`src/rtl/fs_accel_pool_ctrl.sv`:
```
// fs_accel_pool_ctrl: control sequencer for a 2x2, stride-2 max-pool datapath.
// Pixels stream in row-major order. Each row pair is compared into
// cfg_cols/2 slots, then the slots are drained one per handshake. Accepting
// pixels and draining results never overlap.
module fs_accel_pool_ctrl #(
  parameter int MAX_COLS = 26
) (
  input  logic       clk,
  input  logic       resetn,
  input  logic       start,
  input  logic [4:0] cfg_cols,
  input  logic [4:0] cfg_rows,
  input  logic       in_valid,
  output logic       in_ready,
  output logic       out_valid,
  input  logic       out_ready,
  output logic       ctl_buf_enb,
  output logic       ctl_ld_wrn,
  output logic [3:0] ctl_sel_demux,
  output logic       ctl_cp_enb,
  output logic [3:0] ctl_sel_mux,
  output logic       busy,
  output logic       done,
  output logic       cfg_err
);

  typedef enum logic [2:0] {IDLE, RUN, FLUSH, DRAIN, DONE} state_t;

  typedef struct packed {
    logic [4:0] cols;
    logic [4:0] rows;
  } cfg_t;

  state_t     state;
  cfg_t       cfg_q;
  logic [4:0] col;
  logic [4:0] row;
  logic [3:0] k;

  logic       cfg_ok;
  logic       accept;
  logic       last_col;
  logic       last_k;

  // Both dimensions must be even and non-zero; width is bounded by the slot count.
  assign cfg_ok = !cfg_cols[0] && (cfg_cols >= 5'd2) && (int'(cfg_cols) <= MAX_COLS) &&
                  !cfg_rows[0] && (cfg_rows >= 5'd2) && (cfg_rows <= 5'd26);

  assign accept   = in_valid && in_ready;
  assign last_col = (col == 5'(cfg_q.cols - 5'd1));
  assign last_k   = (k == 4'(cfg_q.cols[4:1] - 4'd1));

  // Handshake and status decode straight off the state register.
  assign in_ready    = (state == RUN);
  assign out_valid   = (state == DRAIN);
  assign ctl_sel_mux = (state == DRAIN) ? k : 4'd0;
  assign busy        = (state != IDLE);
  assign done        = (state == DONE);

  // Buffer control rides on the accept itself so the datapath captures this pixel.
  assign ctl_buf_enb = accept;
  assign ctl_ld_wrn  = accept && !row[0] && !col[0];

  // Sequencer: state, counters, config latch and registered control strobes.
  always_ff @(posedge clk or negedge resetn) begin
    if (!resetn) begin
      state         <= IDLE;
      cfg_q         <= '0;
      col           <= '0;
      row           <= '0;
      k             <= '0;
      ctl_cp_enb    <= 1'b0;
      ctl_sel_demux <= '0;
      cfg_err       <= 1'b0;
    end else begin
      // Compare stage lags the buffer stage by one cycle; slot select holds otherwise.
      ctl_cp_enb <= accept;
      if (accept) ctl_sel_demux <= col[4:1];
      cfg_err <= 1'b0;

      case (state)
        IDLE: begin
          if (start) begin
            if (cfg_ok) begin
              cfg_q <= '{cols: cfg_cols, rows: cfg_rows};
              col   <= '0;
              row   <= '0;
              k     <= '0;
              state <= RUN;
            end else begin
              cfg_err <= 1'b1;
            end
          end
        end
        RUN: begin
          if (accept) begin
            if (last_col) begin
              col <= '0;
              row <= 5'(row + 5'd1);
              // Finishing an odd row completes a row pair.
              if (row[0]) state <= FLUSH;
            end else begin
              col <= 5'(col + 5'd1);
            end
          end
        end
        FLUSH: begin
          // One cycle for the final compare strobe to land before reading slots.
          k     <= '0;
          state <= DRAIN;
        end
        DRAIN: begin
          if (out_ready) begin
            if (last_k) begin
              k     <= '0;
              // row has already advanced past the pair just drained.
              state <= (row == cfg_q.rows) ? DONE : RUN;
            end else begin
              k <= 4'(k + 4'd1);
            end
          end
        end
        DONE:    state <= IDLE;
        default: state <= IDLE;
      endcase
    end
  end

endmodule

```
`config.mk`:
```
export PLATFORM = sky130hd
export DESIGN_NAME = fs_accel_pool_ctrl
export DESIGN_NICKNAME = d
export VERILOG_FILES = /design/src/rtl/fs_accel_pool_ctrl.sv
export SDC_FILE = /design/constraint.sdc
export NUM_CORES = 1
export LEC_CHECK = 0
export ABC_AREA = 1
export CELL_PAD_IN_SITES_DETAIL_PLACEMENT = 1
export CELL_PAD_IN_SITES_GLOBAL_PLACEMENT = 1
export CORE_MARGIN = 1.5
export CORE_UTILIZATION = 43
export CTS_BUF_LIST = sky130_fd_sc_hd__clkbuf_4
export DETAILED_ROUTE_END_ITERATION = 10
export PLACE_DENSITY = 0.95
export SKIP_LAST_GASP = 1
export SYNTH_ARGS = -nofsm -noshare
export SYNTH_HDL_FRONTEND = slang
export SYNTH_SLANG_ARGS = --single-unit
```
`constraint.sdc`:
```
create_clock -name clk -period 3.65 [get_ports clk]
set_input_delay 0.73 -clock clk [delete_from_list [all_inputs] [get_ports clk]]
set_output_delay 0.73 -clock clk [all_outputs]
set_load 0.01 [all_outputs]
```
# Word level (Yosys, flattened, before mapping)
# Index checks and enable logic that the tools add are counted.
# classes
reduce_logical	21
eq_ne	14
magnitude_cmp	4
muxes	26
n_addsub	5
# ops
op	count
5-bit 2-to-1 mux	6
3-bit 2-to-1 mux	8
4-bit 2-to-1 mux	5
5-bit case mux with 2 select lines	2
3-bit case mux with 4 select lines	1
4-bit case mux with 3 select lines	1
5-bit by 1-bit adder with 5-bit output (second input constant)	2
5-bit == test	2
5-bit by 2-bit >= comparator with 1-bit output (second input constant)	2
5-bit less-or-equal comparator (second input constant)	2
2-bit by 1-bit != test with 1-bit output (second input constant)	5
1-bit logical AND	8
4-bit AND reduction	2
7-bit AND reduction	1
3-bit by 2-bit == test with 1-bit output (second input constant)	2
3-bit nonzero test	2
5-bit AND reduction	1
5-bit by 1-bit subtractor with 5-bit output (second input constant)	1
4-bit by 1-bit adder with 4-bit output (second input constant)	1
4-bit == test	1
1-bit logical NOT	4
2-bit != test (second input constant)	2
4-bit by 1-bit subtractor with 4-bit output (second input constant)	1
3-bit by 1-bit == test with 1-bit output (second input constant)	1
other kinds (5)	7
# word_totals
input_bits	15
ff_bits	33
output_inout_bits	16

# Logic depth before layout (Yosys ltp)
# depth
depth_word	9
mapped_depth	13
mapped_depth_nobuf	13

# Least setup slack after synthesis
# No wires, ideal clock.
# synth_path
path_type	flip-flop to output port
from	register state[2]
to	output port ctl_ld_wrn
stages_incl_launch_ff	7
slack_ps	1377
path_buffers	1
arrival_ps	1543
t_required_ps	2920
path_cell_list	dfrtp_1 > buf_6 > nor3_4 > inv_2 > nor2_2 > inv_1 > nor3_1
# synth_via
elab_chain_len	4
# synth_rtl
element	line	text
start: declaration	34	state_t state;
start signal: assignment	117	state <= (row == cfg_q.rows) ? DONE : RUN;
3-bit by 1-bit == test with 1-bit output	54	assign in_ready = (state == RUN);
net in_ready	14	output logic in_ready,
1-bit logical AND	49	assign accept = in_valid && in_ready;
net ctl_buf_enb	17	output logic ctl_buf_enb,
1-bit logical AND (2 in series)	62	assign ctl_ld_wrn = accept && !row[0] && !col[0];
end: declaration	18	output logic ctl_ld_wrn,
# The timed path passes the listed nets, and every way through them passes these cells.

# Final worst setup path
# layout_path
from	register state[1]
to	output port ctl_ld_wrn
# layout_via
elab_chain_len	4
# layout_rtl
element	line
3-bit by 1-bit == test with 1-bit output	54
1-bit logical AND	49
1-bit logical AND (2 in series)	62
# No other way between the ends.

==> flow_summary.ini <==
[sta]
finalHoldViolCount = 0
max_freq_mhz = 310
slew_viol_final = 0
setup_viol = 0
rsz0062_at_grt = no
skew_ns = 0.0126
whs_ns = 0.503
period_needed_ns = 3.23
tightestPinTransition_ns = 0.526
fin_setup_tns_ns = 0
min_period_over_period = 0.885
finalWorstSetupSlack_ns = 0.421
max-slew-margin-rel = 0.647

[clock_network]
cts_sinks = 33
clk_pin_slew_ns = 0.11
tritoncts = yes
clk_latency_ns = 0.34
clock_path_buffers = 2
postCtsSetupBuffers = 0
cts-htree-levels = 2
cts_resized = 0
cts-root-buf = clkbuf_4
postCtsHoldBufs = 0
cts_made_buffers = 5

[drt]
drt-initial-drc-count = 68
antenna_left = 0
firstDrtPassIters = 4
wl_um = 5460
wl_per_cell_um = 14.1
vias = 1979
drc = 0
via_per_inst = 5.11

[floorplanning]
boundaryPins = 31
die_y_um = 72.4
core-area_mm2 = 0.00469
die-area_mm2 = 0.00524
dieWidth_um = 72.4
floorplan.initialDensity = 0.441
row_count = 25

[power_and_ir_drop]
power_switching_mw = 0.722
p_per_area_mw_per_mm2 = 642
p_int_mw = 0.875
ir_drop_v = 0.000325
p_seq_frac = 0.348
p_leak_nw = 1.27
p_clk_frac = 0.177
p_comb_frac = 0.475
swShare = 0.452

[setup_path]
crit_chain = nor3_4 -> inv_2 -> nor2_2 -> inv_1 -> nor3_1 -> clkdlybuf4s50_1
end_kind = output port
startpoint_type = flop
cpPeakStageDelay_ns = 0.59
crit_start = state[1]$_DFFE_PN0P_
crit_path_max_fanout = 9
worstSetupEndpoint = ctl_ld_wrn
rrSetupSlack_ns = 1.70
crit_type = flop to output port
required_ns = 2.92
cp.arrival_ns = 2.50
r2r_start = cfg_q[6]$_DFFE_PN0P_
rr_worst_depth = 11
slowest_stage = clkdlybuf4s50_1
reg2reg_to = row[3]$_DFFE_PN0P_

[synth]
ys_top_cells_by_count = nand2_1 (99), inv_1 (41), nor2_1 (38), dfrtp_1 (33), nand3_1 (24)
synth_top_flop_cell = dfrtp_1
synth_area_leader_cell = dfrtp_1
synth_cell_type_count = 25
synth.cell_area_mm2 = 0.00207
synth_seq_cells = 33
yosysWarnings = 0
synth-edff-count = 0
synthCells = 298
synth-async-reset-ratio = 1.00
ys_seq_area_frac = 0.399
synth_most_common_cell = nand2_1
syn_avg_cell_area_um2 = 6.94
synth.area.top_cells = dfrtp_1 (40%), nand2_1 (18%), inv_1 (7.4%), nor2_1 (6.9%), nand3_1 (5.8%)
synth_top_cell_area_share = 0.399
syn_nets = 319

[hold_path]
hp-class = flop to flop

[layout]
n_antenna_cell = 0
drive_above_1_share = 0.0571
fill_cells = 634
final_nets = 353
syn_to_final_growth_pct = 20.3

[grt]
grt_overflow = 0
grt_pass1_vias = 2061
grtUsageTotal = 0.231
grt_pass1_wl_um = 9310
grt_max_degree = 34
antenna_found_initial = 0

[place]
routabilityCongestion = 0.789
io_buffer_count = 30
hpwl_um = 4060
post-place-ws_ns = 0.515

[job]
drv_cap = 0

[run_status]
status = finished, final reports clean
-- flip-flops by register name, indices dropped and copies added (netlist names) --
signal	count
ctl_cp_enb	1
row	5
state	3
cfg_q	10
cfg_err	1
ctl_sel_demux	4
k	4
col	5
-- metrics by stage --
step	area (um^2)	std cells	utilization	power, mW
after global routing	2490	387	0.530	1.74
after floorplan	2070	298	-	1.07
after global placement	2410	379	0.513	1.27
after CTS	2490	387	0.530	1.61
final	2490	387	0.530	1.60
after detailed placement	2410	379	0.513	1.32
-- routing by layer --
metal	vias up	global-route usage	wire length, um
met2	33	0.435	2920
met5	-	0	0
met1	952	0.262	2290
met4	0	0.0629	90
li1	985	-	-
met3	9	0.0486	152
-- power groups by stage --
| stage | registers (mW) | logic, mW | clock network [mW] |
|---|---|---|---|
| CTS | 0.554 | 0.767 | 0.290 |
| global placement | 0.553 | 0.717 | 0 |
| finish | 0.556 | 0.759 | 0.283 |
| detailed placement | 0.561 | 0.755 | 0 |
| global route | 0.566 | 0.868 | 0.305 |
| floorplan | 0.528 | 0.544 | 0 |
-- worst min-delay path by stage --
| stage | end | cells after the start | from | slack [ns] |
|---|---|---|---|---|
| 2_1_floorplan | cfg_err$_DFF_PN0_ | 0 | resetn | 0.43 |
| 3_3_place_gp | cfg_q[0]$_DFFE_PN0P_ | 2 | cfg_q[0]$_DFFE_PN0P_ | 0.47 |
| 3_5_place_dp | ctl_sel_demux[3]$_DFFE_PN0P_ | 2 | ctl_sel_demux[3]$_DFFE_PN0P_ | 0.48 |
| 4_1_cts | ctl_sel_demux[3]$_DFFE_PN0P_ | 2 | ctl_sel_demux[3]$_DFFE_PN0P_ | 0.51 |
| 5_1_grt | ctl_sel_demux[0]$_DFFE_PN0P_ | 2 | ctl_sel_demux[0]$_DFFE_PN0P_ | 0.54 |
| 6_report | ctl_sel_demux[0]$_DFFE_PN0P_ | 2 | ctl_sel_demux[0]$_DFFE_PN0P_ | 0.50 |
-- cells by family (layout without fill, tap and decap cells) --
kind of cell,Yosys count,after routing,synth area share
XOR/XNOR,12,12,0.0508
AO/OA/AOI/OAI,22,22,0.0550
flip-flops,33,33,0.399
buffers and inverters,47,82,0.0950
AND/OR/NAND/NOR,178,178,0.364
adder cells (fa/ha/maj),6,6,0.0363
-- layout make-up --
| class | count | area, um^2 | area share |
|---|---|---|---|
| clock buffer | 6 | 45.0 | 0.0181 |
| clock inverter | 2 | 33.8 | 0.0136 |
| inverter | 43 | 161 | 0.0649 |
| sequential | 33 | 826 | 0.332 |
| timing repair buffer | 31 | 308 | 0.124 |
| tap | 54 | 67.6 | 0.0272 |
| multi-input combinational | 218 | 1050 | 0.421 |
-- cell usage in the layout (no fill, tap or decap), types with 2 or more instances in the layout --
cell type,n
dfrtp_1,33
o21ai_0,9
nand2_2,2
nor2_1,38
nor3_1,2
xor2_1,10
inv_2,2
nand3_1,24
nand2_1,99
nand3b_1,3
inv_1,41
a21oi_1,11
clkdlybuf4s50_1,30
ha_1,6
clkbuf_4,6
nand4_1,2
nor2_2,4
xnor2_1,2
-- critical path: cells and delay by family, from the launching register on --
| kind | cells | cell delay (ns) |
|---|---|---|
| simple gates | 3 | 0.77 |
| buf+inv | 3 | 0.90 |
| flops | 1 | 0.49 |
(Power assumes the default switching activity.)
